===== config.mk =====
export PLATFORM = sky130hd
export DESIGN_NAME = chacha_axil_loader_flat
export DESIGN_NICKNAME = d
export VERILOG_FILES = /design/src/rtl/chacha_axil_pkg.sv /design/src/rtl/chacha_axil_if.sv /design/src/rtl/chacha_axil_beat.sv /design/src/rtl/chacha_axil_loader.sv /design/src/flat_wrapper.sv
export SDC_FILE = /design/constraint.sdc
export NUM_CORES = 1
export LEC_CHECK = 0
export CAP_MARGIN = 15
export CELL_PAD_IN_SITES_DETAIL_PLACEMENT = 0
export CELL_PAD_IN_SITES_GLOBAL_PLACEMENT = 2
export CORE_UTILIZATION = 25
export CTS_BUF_LIST = sky130_fd_sc_hd__clkbuf_16
export CTS_CLUSTER_SIZE = 25
export DETAILED_ROUTE_END_ITERATION = 7
export PLACE_DENSITY = 0.77
export SYNTH_ARGS = -nofsm -noshare
export SYNTH_HDL_FRONTEND = slang
export SYNTH_SLANG_ARGS = --single-unit

===== constraint.sdc =====
create_clock -name aclk -period 2.45 [get_ports aclk]
set_input_delay 0.6125 -clock aclk [delete_from_list [all_inputs] [get_ports aclk]]
set_output_delay 0.6125 -clock aclk [all_outputs]
set_load 0.03 [all_outputs]

===== src/rtl/chacha_axil_pkg.sv =====
// Shared definitions for the ChaCha20 AXI4-Lite key loader: register map,
// FSM encodings and error codes.
package chacha_axil_pkg;

   localparam logic [7:0] OFF_VERSION   = 8'h00;
   localparam logic [7:0] OFF_CONTROL   = 8'h04;
   localparam logic [7:0] OFF_KEY       = 8'h08;
   localparam logic [7:0] OFF_IV        = 8'h28;
   localparam logic [7:0] OFF_DATA_SIZE = 8'h34;

   localparam logic [31:0] EXPECTED_VERSION_DEF = 32'h1000_0000;

   localparam int KEY_WORDS = 8;
   localparam int IV_WORDS  = 3;

   localparam logic [1:0] ERR_NONE    = 2'd0;
   localparam logic [1:0] ERR_RESP    = 2'd1;
   localparam logic [1:0] ERR_VERSION = 2'd2;
   localparam logic [1:0] ERR_TIMEOUT = 2'd3;

   typedef enum logic [2:0] {
      IDLE, WR_CTRL0, WR_KEY, WR_IV, WR_CTRL1, RD_VER, POLL, FINISH
   } state_t;

   typedef enum logic [2:0] {
      B_IDLE, B_AW_W, B_AW, B_W, B_B, B_AR, B_R
   } beat_state_t;

   function automatic logic [7:0] word_off(input logic [7:0] base, input logic [3:0] idx);
      return base + 8'({idx, 2'b00});
   endfunction

endpackage


===== src/rtl/chacha_axil_if.sv =====
// AXI4-Lite bus bundle between the loader (master) and the target core (slave).
interface chacha_axil_if #(
   parameter int AW = 32,
   parameter int DW = 32
);
   logic [AW-1:0]   awaddr;
   logic            awvalid;
   logic            awready;
   logic [DW-1:0]   wdata;
   logic [DW/8-1:0] wstrb;
   logic            wvalid;
   logic            wready;
   logic [1:0]      bresp;
   logic            bvalid;
   logic            bready;
   logic [AW-1:0]   araddr;
   logic            arvalid;
   logic            arready;
   logic [DW-1:0]   rdata;
   logic [1:0]      rresp;
   logic            rvalid;
   logic            rready;

   modport master (
      output awaddr, awvalid, wdata, wstrb, wvalid, bready, araddr, arvalid, rready,
      input  awready, wready, bresp, bvalid, arready, rdata, rresp, rvalid
   );

   modport slave (
      input  awaddr, awvalid, wdata, wstrb, wvalid, bready, araddr, arvalid, rready,
      output awready, wready, bresp, bvalid, arready, rdata, rresp, rvalid
   );
endinterface


===== src/rtl/chacha_axil_beat.sv =====
// Single-beat AXI4-Lite engine: accepts one read or write request in idle and
// pulses ack in the cycle its response handshakes (resp/rdata valid with ack).
module chacha_axil_beat
   import chacha_axil_pkg::*;
#(
   parameter int AW = 32,
   parameter int DW = 32
) (
   input  logic          clk,
   input  logic          rst,
   input  logic          req,
   input  logic          wr,
   input  logic [AW-1:0] addr,
   input  logic [DW-1:0] wdata,
   output logic          ack,
   output logic [1:0]    resp,
   output logic [DW-1:0] rdata,
   chacha_axil_if.master bus
);

   beat_state_t   state, state_d;
   logic [AW-1:0] addr_q;
   logic [DW-1:0] wdata_q;

   always_ff @(posedge clk) begin
      if (rst) begin
         state   <= B_IDLE;
         addr_q  <= '0;
         wdata_q <= '0;
      end else begin
         state <= state_d;
         if (state == B_IDLE && req) begin
            addr_q  <= addr;
            wdata_q <= wdata;
         end
      end
   end

   // AW and W retire independently; B is only opened once both are gone.
   always_comb begin
      state_d = state;
      case (state)
         B_IDLE: if (req) state_d = wr ? B_AW_W : B_AR;
         B_AW_W:
            case ({bus.awready, bus.wready})
               2'b11:   state_d = B_B;
               2'b10:   state_d = B_W;
               2'b01:   state_d = B_AW;
               default: state_d = B_AW_W;
            endcase
         B_AW:    if (bus.awready) state_d = B_B;
         B_W:     if (bus.wready)  state_d = B_B;
         B_B:     if (bus.bvalid)  state_d = B_IDLE;
         B_AR:    if (bus.arready) state_d = B_R;
         B_R:     if (bus.rvalid)  state_d = B_IDLE;
         default: state_d = B_IDLE;
      endcase
   end

   always_comb begin
      bus.awaddr  = addr_q;
      bus.araddr  = addr_q;
      bus.wdata   = wdata_q;
      bus.wstrb   = '1;
      bus.awvalid = (state == B_AW_W) || (state == B_AW);
      bus.wvalid  = (state == B_AW_W) || (state == B_W);
      bus.bready  = (state == B_B);
      bus.arvalid = (state == B_AR);
      bus.rready  = (state == B_R);
      ack         = ((state == B_B) && bus.bvalid) || ((state == B_R) && bus.rvalid);
      resp        = (state == B_B) ? bus.bresp : bus.rresp;
      rdata       = bus.rdata;
   end

endmodule


===== src/rtl/chacha_axil_loader.sv =====
// Loads a ChaCha20 key/IV into a memory-mapped core over AXI4-Lite, checks the
// core version and polls CONTROL until the core reports ready.
module chacha_axil_loader
   import chacha_axil_pkg::*;
#(
   parameter int C_M_AXI_ADDR_WIDTH = 32,
   parameter int C_M_AXI_DATA_WIDTH = 32,
   parameter logic [C_M_AXI_ADDR_WIDTH-1:0] BASE_ADDR = '0,
   parameter logic [31:0] EXPECTED_VERSION = EXPECTED_VERSION_DEF,
   parameter int POLL_LIMIT = 1024
) (
   input  logic         aclk,
   input  logic         areset,
   input  logic         start,
   input  logic [255:0] key,
   input  logic [95:0]  iv,
   output logic         busy,
   output logic         done,
   output logic         error,
   output logic [1:0]   err_code,
   chacha_axil_if.master m_axi
);

   localparam int PW = $clog2(POLL_LIMIT + 1);

   state_t         state, state_d;
   logic [3:0]     idx;
   logic [PW-1:0]  poll_cnt;
   logic [255:0]   key_q;
   logic [95:0]    iv_q;
   logic [1:0]     err_d;
   logic           start_ok;

   logic                          req, wr, ack;
   logic [7:0]                    off;
   logic [C_M_AXI_ADDR_WIDTH-1:0] addr;
   logic [C_M_AXI_DATA_WIDTH-1:0] wdata, rdata;
   logic [1:0]                    resp;

   // FINISH already reports busy=0, so a start landing there is honoured too.
   assign start_ok = start && (state == IDLE || state == FINISH);

   always_ff @(posedge aclk) begin
      if (areset) begin
         state    <= IDLE;
         idx      <= '0;
         poll_cnt <= '0;
         key_q    <= '0;
         iv_q     <= '0;
         err_code <= ERR_NONE;
         error    <= 1'b0;
      end else begin
         state    <= state_d;
         err_code <= err_d;
         if (start_ok) begin
            key_q <= key;
            iv_q  <= iv;
            error <= 1'b0;
         end else if (state_d == FINISH) begin
            error <= (err_d != ERR_NONE);
         end
         if (state_d != state)  idx <= '0;
         else if (ack)          idx <= idx + 4'd1;
         if (state_d == POLL && state != POLL)
            poll_cnt <= '0;
         else if (state == POLL && ack && state_d == POLL)
            poll_cnt <= poll_cnt + PW'(1);
      end
   end

   always_comb begin
      state_d = state;
      err_d   = err_code;
      case (state)
         IDLE: if (start_ok) begin
            state_d = WR_CTRL0;
            err_d   = ERR_NONE;
         end
         FINISH: begin
            state_d = IDLE;
            if (start_ok) begin
               state_d = WR_CTRL0;
               err_d   = ERR_NONE;
            end
         end
         default: if (ack) begin
            if (resp != 2'b00) begin
               state_d = FINISH;
               err_d   = ERR_RESP;
            end else begin
               case (state)
                  WR_CTRL0: state_d = WR_KEY;
                  WR_KEY:   if (idx == 4'(KEY_WORDS - 1)) state_d = WR_IV;
                  WR_IV:    if (idx == 4'(IV_WORDS - 1))  state_d = WR_CTRL1;
                  WR_CTRL1: state_d = RD_VER;
                  RD_VER:
                     if (rdata != EXPECTED_VERSION) begin
                        state_d = FINISH;
                        err_d   = ERR_VERSION;
                     end else begin
                        state_d = POLL;
                     end
                  POLL:
                     if (rdata[1]) begin
                        state_d = FINISH;
                     end else if (poll_cnt == PW'(POLL_LIMIT - 1)) begin
                        state_d = FINISH;
                        err_d   = ERR_TIMEOUT;
                     end
                  default: state_d = state;
               endcase
            end
         end
      endcase
   end

   always_comb begin
      busy  = !(state == IDLE || state == FINISH);
      done  = (state == FINISH);
      req   = 1'b0;
      wr    = 1'b0;
      off   = OFF_VERSION;
      wdata = '0;
      case (state)
         WR_CTRL0: begin req = 1'b1; wr = 1'b1; off = OFF_CONTROL; end
         WR_KEY: begin
            req   = 1'b1;
            wr    = 1'b1;
            off   = word_off(OFF_KEY, idx);
            wdata = key_q[{idx[2:0], 5'b0} +: 32];
         end
         WR_IV: begin
            req   = 1'b1;
            wr    = 1'b1;
            off   = word_off(OFF_IV, idx);
            wdata = iv_q[{idx[1:0], 5'b0} +: 32];
         end
         WR_CTRL1: begin req = 1'b1; wr = 1'b1; off = OFF_CONTROL; wdata = 32'd1; end
         RD_VER:   begin req = 1'b1; off = OFF_VERSION; end
         POLL:     begin req = 1'b1; off = OFF_CONTROL; end
         default:  req = 1'b0;
      endcase
      addr = BASE_ADDR + C_M_AXI_ADDR_WIDTH'(off);
   end

   chacha_axil_beat #(
      .AW (C_M_AXI_ADDR_WIDTH),
      .DW (C_M_AXI_DATA_WIDTH)
   ) u_beat (
      .clk   (aclk),
      .rst   (areset),
      .req   (req),
      .wr    (wr),
      .addr  (addr),
      .wdata (wdata),
      .ack   (ack),
      .resp  (resp),
      .rdata (rdata),
      .bus   (m_axi)
   );

endmodule


===== src/flat_wrapper.sv =====
// flat-port wrapper written by rule: the top's interface ports become plain ports
module chacha_axil_loader_flat import chacha_axil_pkg::*;
#(
   parameter int C_M_AXI_ADDR_WIDTH = 32,
   parameter int C_M_AXI_DATA_WIDTH = 32,
   parameter logic [C_M_AXI_ADDR_WIDTH-1:0] BASE_ADDR = '0,
   parameter logic [31:0] EXPECTED_VERSION = EXPECTED_VERSION_DEF,
   parameter int POLL_LIMIT = 1024
)
  (aclk, areset, start, key, iv, busy, done, error, err_code, m_axi_awaddr, m_axi_awvalid, m_axi_wdata, m_axi_wstrb, m_axi_wvalid, m_axi_bready, m_axi_araddr, m_axi_arvalid, m_axi_rready, m_axi_awready, m_axi_wready, m_axi_bresp, m_axi_bvalid, m_axi_arready, m_axi_rdata, m_axi_rresp, m_axi_rvalid);
  chacha_axil_if #(.AW(32), .DW(32)) m_axi_i ();
  input  logic aclk;
  input  logic areset;
  input  logic start;
  input  logic [255:0] key;
  input  logic [95:0] iv;
  output logic busy;
  output logic done;
  output logic error;
  output logic [1:0] err_code;
  output wire logic [$bits(m_axi_i.awaddr)-1:0] m_axi_awaddr;
  output wire logic [$bits(m_axi_i.awvalid)-1:0] m_axi_awvalid;
  output wire logic [$bits(m_axi_i.wdata)-1:0] m_axi_wdata;
  output wire logic [$bits(m_axi_i.wstrb)-1:0] m_axi_wstrb;
  output wire logic [$bits(m_axi_i.wvalid)-1:0] m_axi_wvalid;
  output wire logic [$bits(m_axi_i.bready)-1:0] m_axi_bready;
  output wire logic [$bits(m_axi_i.araddr)-1:0] m_axi_araddr;
  output wire logic [$bits(m_axi_i.arvalid)-1:0] m_axi_arvalid;
  output wire logic [$bits(m_axi_i.rready)-1:0] m_axi_rready;
  input wire logic [$bits(m_axi_i.awready)-1:0] m_axi_awready;
  input wire logic [$bits(m_axi_i.wready)-1:0] m_axi_wready;
  input wire logic [$bits(m_axi_i.bresp)-1:0] m_axi_bresp;
  input wire logic [$bits(m_axi_i.bvalid)-1:0] m_axi_bvalid;
  input wire logic [$bits(m_axi_i.arready)-1:0] m_axi_arready;
  input wire logic [$bits(m_axi_i.rdata)-1:0] m_axi_rdata;
  input wire logic [$bits(m_axi_i.rresp)-1:0] m_axi_rresp;
  input wire logic [$bits(m_axi_i.rvalid)-1:0] m_axi_rvalid;
  assign m_axi_awaddr = m_axi_i.awaddr;
  assign m_axi_awvalid = m_axi_i.awvalid;
  assign m_axi_wdata = m_axi_i.wdata;
  assign m_axi_wstrb = m_axi_i.wstrb;
  assign m_axi_wvalid = m_axi_i.wvalid;
  assign m_axi_bready = m_axi_i.bready;
  assign m_axi_araddr = m_axi_i.araddr;
  assign m_axi_arvalid = m_axi_i.arvalid;
  assign m_axi_rready = m_axi_i.rready;
  assign m_axi_i.awready = m_axi_awready;
  assign m_axi_i.wready = m_axi_wready;
  assign m_axi_i.bresp = m_axi_bresp;
  assign m_axi_i.bvalid = m_axi_bvalid;
  assign m_axi_i.arready = m_axi_arready;
  assign m_axi_i.rdata = m_axi_rdata;
  assign m_axi_i.rresp = m_axi_rresp;
  assign m_axi_i.rvalid = m_axi_rvalid;
  chacha_axil_loader #(.C_M_AXI_ADDR_WIDTH(C_M_AXI_ADDR_WIDTH), .C_M_AXI_DATA_WIDTH(C_M_AXI_DATA_WIDTH), .BASE_ADDR(BASE_ADDR), .EXPECTED_VERSION(EXPECTED_VERSION), .POLL_LIMIT(POLL_LIMIT)) u_core (.aclk(aclk), .areset(areset), .start(start), .key(key), .iv(iv), .busy(busy), .done(done), .error(error), .err_code(err_code), .m_axi(m_axi_i));
endmodule

==> flow_summary_export.csv <==
group,metric,value,unit
placed_design,numPlacedInstances,3530,
placed_design,hpwl,50880,µm
detailed_routing,wl_per_cell,18.80,µm
grt,grt_max_degree,107,
worst_hold_path,min_path_type,"input pin to flip-flop",
clock_tree,clk_pin_slew,0.06,ns
clock_tree,clock_path_buffers,3,
synthesis,syn-cell-area,18210,µm²
detailed_routing,antenna_left,0,
floorplanning,ios,506,
critical_path,setup.worst_path.end_class,"output port",
grt,grt-ovfl-total,0,
floorplanning,rows,98,
detailed_routing,initialDrtViolationCount,1010,
detailed_routing,drc_errors,0,
critical_path,worstSetupPathType,"flip-flop to output port",
clock_tree,cts-root-buf,"clkbuf_16",
synthesis,synth-main-ff-cell,"dfxtp_1",
critical_path,critPathMaxStageDelay,0.39,ns
critical_path,slowest_stage,"dfxtp_2",
timing,drv_slew,0,
detailed_routing,firstDrtPassIters,7,
synthesis,synth_edf_count,0,
timing,holdWs,0.3657,ns
detailed_routing,wl_met1,30200,µm
placed_design,place_congestion,0.8094,
placed_design,portBuffers,447,
critical_path,ff2ff_path_depth,8,
critical_path,required,1.84,ns
clock_tree,h-tree-depth,2,
floorplanning,die_x,271.9,µm
timing,rsz0062_at_grt,"no",
layout,drive_above_1_share,9.319,%
critical_path,path_max_fanout,13,
critical_path,arrival,1.73,ns
grt,grt_usage,17.92,%
synthesis,synth_top_area_share,45.40,%
power,power,19.87,mW
run_status,status,"completed",
floorplanning,die_h,271.9,µm
grt,grt_pass1_vias,16720,
timing,hold_viol,0,
timing,fmax,0.4267,GHz
detailed_routing,vias,16630,
synthesis,avgSynthCellArea,8.127,µm²
synthesis,synth_area_leaders,"dfxtp_1, nand2_1, a21oi_1",
synthesis,async_flop_share,0,%
layout,syn_to_final_growth,39.26,%
clock_tree,clock-sinks,413,
layout,fin_cells,3626,
worst_hold_path,holdPathEnd,"u_core.u_beat.state[0]",
grt,grt_pass1_wl,101400,µm
synthesis,yosysWarnings,0,
synthesis,synth_cell_types,59,
grt,antenna_found_initial,13,
floorplanning,dieArea,73930,µm²
detailed_routing,wl_met2,33150,µm
synthesis,synth-seq-area-share,45.40,%
clock_tree,cts_tree,"built",
detailed_routing,drt-total-wl,68180,µm
detailed_routing,via_per_inst,4.585,
timing,period_minus_slack,2.343,ns
synthesis,yosysMostFrequentCell,"nand2_1",
power,powerDensity,783.3,nW/µm²
critical_path,r2r_start,"u_core.idx[0]",
critical_path,worstSetupStartpointType,"flip-flop",
layout,fin_nets,3036,
critical_path,rrSetupSlack,0.13,ns
power,leakagePower,9.138,nW
floorplanning,coreArea,71730,µm²
critical_path,r2r_end,"u_core.poll_cnt[4]",
clock_tree,cts_made_buffers,50,
power,peakVddDrop,0.4764,mV
timing,worst_slew_pin_slew,0.8384,ns
synthesis,synth_common_cells,"nand2_1, dfxtp_1, a21oi_1",
synthesis,synth_seq_cells,413,
timing,setup_viol,0,
critical_path,crit_chain,"and3_1, or2_4, inv_2, buf_4",
flow_run,maxCapViolations,0,
worst_hold_path,min_path_cells,2,
timing,finClkSkew,0.02810,ns
detailed_routing,routed.top_layer,"met5",
clock_tree,clkLatencyLatePin,0.60,ns
detailed_routing,wl_met3,3444,µm
floorplanning,initial_core_util,25.39,%
timing,final.period_utilization,95.65,%
synthesis,postSynthCellCount,2241,
synthesis,synth_area_leader_cell,"dfxtp_1",
timing,slew_headroom,43.97,%
worst_hold_path,hp-start,"areset",
==> metrics by stage <==
step	setup TNS, ns	instance area [µm²]	setup WS [ns]	util, %
3_5_place_dp	-7.090	23720	-0.5217	33.07
5_1_grt	0	25360	0.00008193	35.36
2_1_floorplan	0	18430	0.01837	-
4_1_cts	0	25310	0.04222	35.28
6_report	0	25360	0.1067	35.36
3_3_place_gp	-4.773	23720	-0.3452	33.07
==> critical path: cells and delay by family (launching register included) <==
kind                   cells  cell delay [ns]
AND/OR/NAND/NOR            2             0.49
buffers and inverters      2             0.28
flip-flops                 1             0.39
==> power by group <==
group | internal [mW] | switching, mW
sequential | 7.39 | 0.387
clock | 4.18 | 3.01
combinational | 2.10 | 2.80
total | 13.7 | 6.19
==> worst max-delay path by stage <==
| stage | end | from | slack, ns | cells after the start |
|---|---|---|---|---|
| after floorplan | u_core.poll_cnt[4] | u_core.idx[0] | 0.02 | 10 |
| after detailed placement | u_core.poll_cnt[4] | m_axi_rdata[25] | -0.52 | 7 |
| after CTS | m_axi_arvalid | u_core.u_beat.state[0] | 0.04 | 3 |
| after global placement | u_core.poll_cnt[7] | m_axi_rdata[25] | -0.35 | 7 |
| final | busy | u_core.state[1] | 0.11 | 4 |
| after global routing | u_core.poll_cnt[8] | u_core.idx[0] | 0.00008 | 8 |
==> registers in the layout (all words and copies together), names as in the netlist <==
name and count:
u_core.idx 4, u_core.err_code 2, u_core.u_beat.state 3, u_core.poll_cnt 11, u_core.state 3, u_core.u_beat.bus.araddr 5
u_core.iv_q 96, u_core.u_beat.bus.wdata 32, u_core.key_q 256, u_core.error 1
==> routing by layer <==
layer	vias up	track usage (%)
met5	-	0
met4	14	4.613
met3	91	3.324
met2	395	30.72
met1	7863	23.00
li1	8263	-
==> layout make-up <==
class | instances | area (µm²)
Clock inverter | 41 | 305.3
Fill cell | 7512 | 46370
Antenna cell | 4 | 10.01
Multi-Input combinational cell | 1631 | 8960
Sequential cell | 413 | 8283
Clock buffer | 51 | 1276
Timing Repair Buffer | 524 | 5295
Inverter | 12 | 45.04
Tap cell | 950 | 1189
==> cell families (layout without fill, tap and decap cells) <==
logic type | Yosys count | after routing | share of synthesized area [%]
AO/OA/AOI/OAI | 492 | 492 | 14.65
buffers and inverters | 253 | 628 | 6.877
AND/OR/NAND/NOR | 933 | 933 | 20.38
XOR/XNOR | 5 | 5 | 0.2405
multiplexers | 135 | 135 | 11.86
adder cells (fa/ha/maj) | 8 | 8 | 0.5496
flip-flops | 413 | 413 | 45.40
other | 2 | 62 | 0.04124
==> cells in the final DEF, fill, tap and decap left out, types with 12 or more instances in the layout <==
cell type	count
conb_1	58
inv_1	22
clkbuf_16	51
clkinv_1	12
clkdlybuf4s50_1	439
nor3_1	41
o22ai_1	32
a21oi_1	406
mux2i_1	66
buf_4	59
dfxtp_1	405
mux4_2	64
buf_12	18
nand2_1	721
nor2_1	115
==> timing repair <==
action | 4_1_cts | 5_1_grt
endpoints found under the setup margin | 7 | 13
resized for setup | 14 | 9
pin swaps | 0 | 1
buffers inserted | 0 | 0
hold buffers | 0 | 0
No activity file was read; power rests on OpenSTA's default activity.
==> edit 1: new RTL, same settings <==
`POLL_LIMIT` is set to 1024 in 2 places; all go to 256.
--- a/src/rtl/chacha_axil_loader.sv
+++ b/src/rtl/chacha_axil_loader.sv
@@ -8,5 +8,5 @@
    parameter logic [C_M_AXI_ADDR_WIDTH-1:0] BASE_ADDR = '0,
    parameter logic [31:0] EXPECTED_VERSION = EXPECTED_VERSION_DEF,
-   parameter int POLL_LIMIT = 1024
+   parameter int POLL_LIMIT = 256
 ) (
    input  logic         aclk,
--- a/src/flat_wrapper.sv
+++ b/src/flat_wrapper.sv
@@ -6,5 +6,5 @@
    parameter logic [C_M_AXI_ADDR_WIDTH-1:0] BASE_ADDR = '0,
    parameter logic [31:0] EXPECTED_VERSION = EXPECTED_VERSION_DEF,
-   parameter int POLL_LIMIT = 1024
+   parameter int POLL_LIMIT = 256
 )
   (aclk, areset, start, key, iv, busy, done, error, err_code, m_axi_awaddr, m_axi_awvalid, m_axi_wdata, m_axi_wstrb, m_axi_wvalid, m_axi_bready, m_axi_araddr, m_axi_arvalid, m_axi_rready, m_axi_awready, m_axi_wready, m_axi_bresp, m_axi_bvalid, m_axi_arready, m_axi_rdata, m_axi_rresp, m_axi_rvalid);
Behaviour: same outputs for any inputs over 10 cycles, from zero or initial values and one cycle with areset high; that may be too few to reach the edited logic, so the function may still have changed.
==> edit 1 against the unedited design <==
The flow now finishes with violations (negative setup slack). Setup slack worse by 0.17 ns. Hold slack improved by 0.024 ns. Sequential cell count fell by 2. Core utilization is 0.41 points higher. Design area is 0.82% higher. Power shrank 1.6%. Routed wire length shrank 0.20%. Area after synthesis shrank 0.79%. Critical endpoint is now u_core.poll_cnt[7]$_SDFFE_PP0P_. Highest routed layer unchanged.
==> edit 1: results <==
group,metric,value,unit
final_layout,buffers_excl_clock,557,
timing,setup_ws,-0.05911,ns
final_layout,clock_buffers,49,
min_path,min_to,"u_core.err_code[1]$_SDFF_PP0_",
clocking,cts_made_buffers,48,
route,firstDrtPassIters,5,
final_layout,clock_cell_area_share,5.666,%
timing,setup_viol,8,
placement,hpwlAfterDp,51250,um
critical_path,startpoint,"u_core.poll_cnt[2]$_SDFFE_PP0P_",
timing,slew_headroom,43.83,%
route,dr.first_iter.drc_count,1050,
synthesis,synthTopCellsByCount,"nand2_1, dfxtp_1, a21oi_1",
final_layout,multiInputCombCellCount,1597,
outcome,violations,"negative setup slack",
synthesis,synth_seq_area_share,45.54,%
synthesis,synthTopCellsByArea,"dfxtp_1, nand2_1, a21oi_1",
final_layout,layout.nets,3030,
power_and_ir_drop,power.leakage,9.176,nW
final_layout,diodes,2,
critical_path,slowest_delay,0.36,ns
power_and_ir_drop,ir_drop,0.0004476,V
outcome,outcome,"finished with violations",
global_route,grt_pass1_vias,16860,
critical_path,r2r_cells,11,
global_route,grt_pass1_wl,101600,um
route,via_per_inst,4.608,
final_layout,multi_input_area_share,35.26,%
clocking,clk_latency,0.58,ns
edit 1: power breakdown:
group | leakage, nW | switching [W] | internal, W
clock network | 0.751 | 0.00290 | 0.00382
registers | 3.37 | 0.000395 | 0.00739
logic | 5.05 | 0.00281 | 0.00222
edit 1: worst max-delay path by stage:
| stage | to | slack [ns] | cells past startpoint |
|---|---|---|---|
| after detailed placement | u_core.idx[0]$_SDFFE_PP0N_ | -0.45 | 7 |
| after CTS | u_core.poll_cnt[6]$_SDFFE_PP0P_ | -0.13 | 10 |
| after global routing | u_core.poll_cnt[4]$_SDFFE_PP0P_ | -0.14 | 10 |
| after floorplan | u_core.poll_cnt[5]$_SDFFE_PP0P_ | 0.01 | 11 |
| after global placement | u_core.poll_cnt[4]$_SDFFE_PP0P_ | -0.41 | 7 |
| final | u_core.poll_cnt[7]$_SDFFE_PP0P_ | -0.06 | 11 |
edit 1: repair_timing:
action / 4_1_cts / 5_1_grt
buffers inserted: 8 / 3
resized for setup: 40 / 21
pin swaps: 19 / 10
setup endpoints to repair: 21 / 19
endpoints found under the hold margin: 0 / 0
gates cloned: 1 / 0
edit 1: logic make-up (layout without fill, tap and decap cells):
group / after synthesis / after routing / synth area share, %
flops: 411 / 411 / 45.54
other cells: 2 / 60 / 0.04156
compound gates: 513 / 514 / 15.53
buf+inv: 248 / 651 / 6.835
simple gates: 876 / 876 / 19.25
fa+ha+maj: 9 / 9 / 0.6232
mux: 135 / 135 / 11.94
xor+xnor: 5 / 5 / 0.2424
edit 1: layer usage:
layer	share of wire [%]	vias to the layer above	global-route usage, %
li1	-	8195	-
met1	45	7918	23.48
met2	48	414	29.67
met3	4.7	102	3.195
met4	3.0	10	6.185
met5	0.084	-	0
==> edit 2: new RTL, same settings <==
Made on the original files. Register the output `error` once more, without a reset; this adds one clock of latency there. The other outputs are not delayed to match.
--- a/src/rtl/chacha_axil_loader.sv
+++ b/src/rtl/chacha_axil_loader.sv
@@ -23,4 +23,6 @@
 
    localparam int PW = $clog2(POLL_LIMIT + 1);
+
+   logic error_s0;
 
    state_t         state, state_d;
@@ -49,5 +51,5 @@
          iv_q     <= '0;
          err_code <= ERR_NONE;
-         error    <= 1'b0;
+         error_s0 <= 1'b0;
       end else begin
          state    <= state_d;
@@ -56,7 +58,7 @@
             key_q <= key;
             iv_q  <= iv;
-            error <= 1'b0;
+            error_s0 <= 1'b0;
          end else if (state_d == FINISH) begin
-            error <= (err_d != ERR_NONE);
+            error_s0 <= (err_d != ERR_NONE);
          end
          if (state_d != state)  idx <= '0;
@@ -160,4 +162,8 @@
    );
 
+   always_ff @(posedge aclk) begin
+      error <= error_s0;
+   end
+
 endmodule
 
Check against the original RTL: not equivalent (a bounded check fails within 10 cycles, from zero or initial values and one cycle with areset high).
==> edit 2 against the unedited design <==
Area after synthesis grew 0.11%. Sequential cell count grew 1. Register-to-register slack got worse by 0.05 ns. Setup slack lost 0.022 ns. Sequential share of layout area fell by 0.27 points. Design area increased by 1.1%. Power shrank 0.13%. Routed wire length is 0.41% higher. Largest cell class unchanged.
==> edit 2: results <==
group,metric,value,unit
route,routed-wl-met2,33400,um
power_and_ir_drop,power_switching_share,30.95,%
global_route,grt_pass1_wl,101100,um
placement,gp_congestion,0.8133,
global_route,grt_util_met2,30.67,%
clocking,cts_made_buffers,51,
synthesis,synth_area_per_cell,8.132,um2
outcome,outcome,"completed",
critical_path,setup.worst_path.class,"flip-flop to flip-flop",
power_and_ir_drop,power.leakage,9.272,nW
critical_path,slowest_delay,0.52,ns
global_route,antenna_found_initial,22,
critical_path,path_max_fanout,12,
route,firstDrtPassIters,4,
synthesis,synthTopCellsByCount,"nand2_1, dfxtp_1, a21oi_1",
synthesis,synthTopCellsByArea,"dfxtp_1, nand2_1, a21oi_1",
min_path,min_to,"u_core.error$_DFF_P_",
route,wirelength_met1,29490,um
placement,hpwlAfterDp,51780,um
timing,hold_ws,0.3605,ns
final_layout,stdcell_count,3646,
min_path,hold_start,"u_core.error_s0$_SDFFE_PP0N_",
global_route,grtUsageMet3,3.879,%
route,drt_wl_total,68460,um
critical_path,endpoint,"u_core.poll_cnt[5]$_SDFFE_PP0P_",
placement,place_area,0.02403,mm2
final_layout,layout.nets,3056,
power_and_ir_drop,ir_drop,0.0004917,V
final_layout,drive_above_1_share,9.632,%
min_path,hp-class,"flip-flop to flip-flop",
global_route,grt_use_total,17.95,%
synthesis,synth_seq_area_share,45.46,%
power_and_ir_drop,p_clk,0.00700,W
route,vias,16730,
edit 2: cell count changes after synthesis:
cell      change
clkbuf_1      +1
dfxtp_1       +1
buf_1         -1
edit 2: cell type report:
type                       count  area [um2]
antenna                        7       17.52
clock buffer                  51        1276
clock inverter                39       269.0
fill                        7542       46220
inverter                      12       45.04
multi-input combinational   1631        8952
sequential                   414        8302
tap                          950        1189
timing repair buffer         542        5585
edit 2: cell families after synthesis:
family,synth area share (%)
and+or+nand+nor,20.35
AOI/OAI and AO/OA,14.64
DFF,45.46
buffers and inverters,6.869
muxes,11.85
adders and majority gates,0.5490
xor gates and xnor gates,0.2402
other,0.04119
edit 2: timing repair:
| action | in CTS | in global routing |
|---|---|---|
| setup endpoints to repair | 7 | 9 |
| hold buffers | 0 | 0 |
| gates resized for setup | 12 | 6 |
| pin swaps | 0 | 0 |
| setup buffers | 0 | 2 |
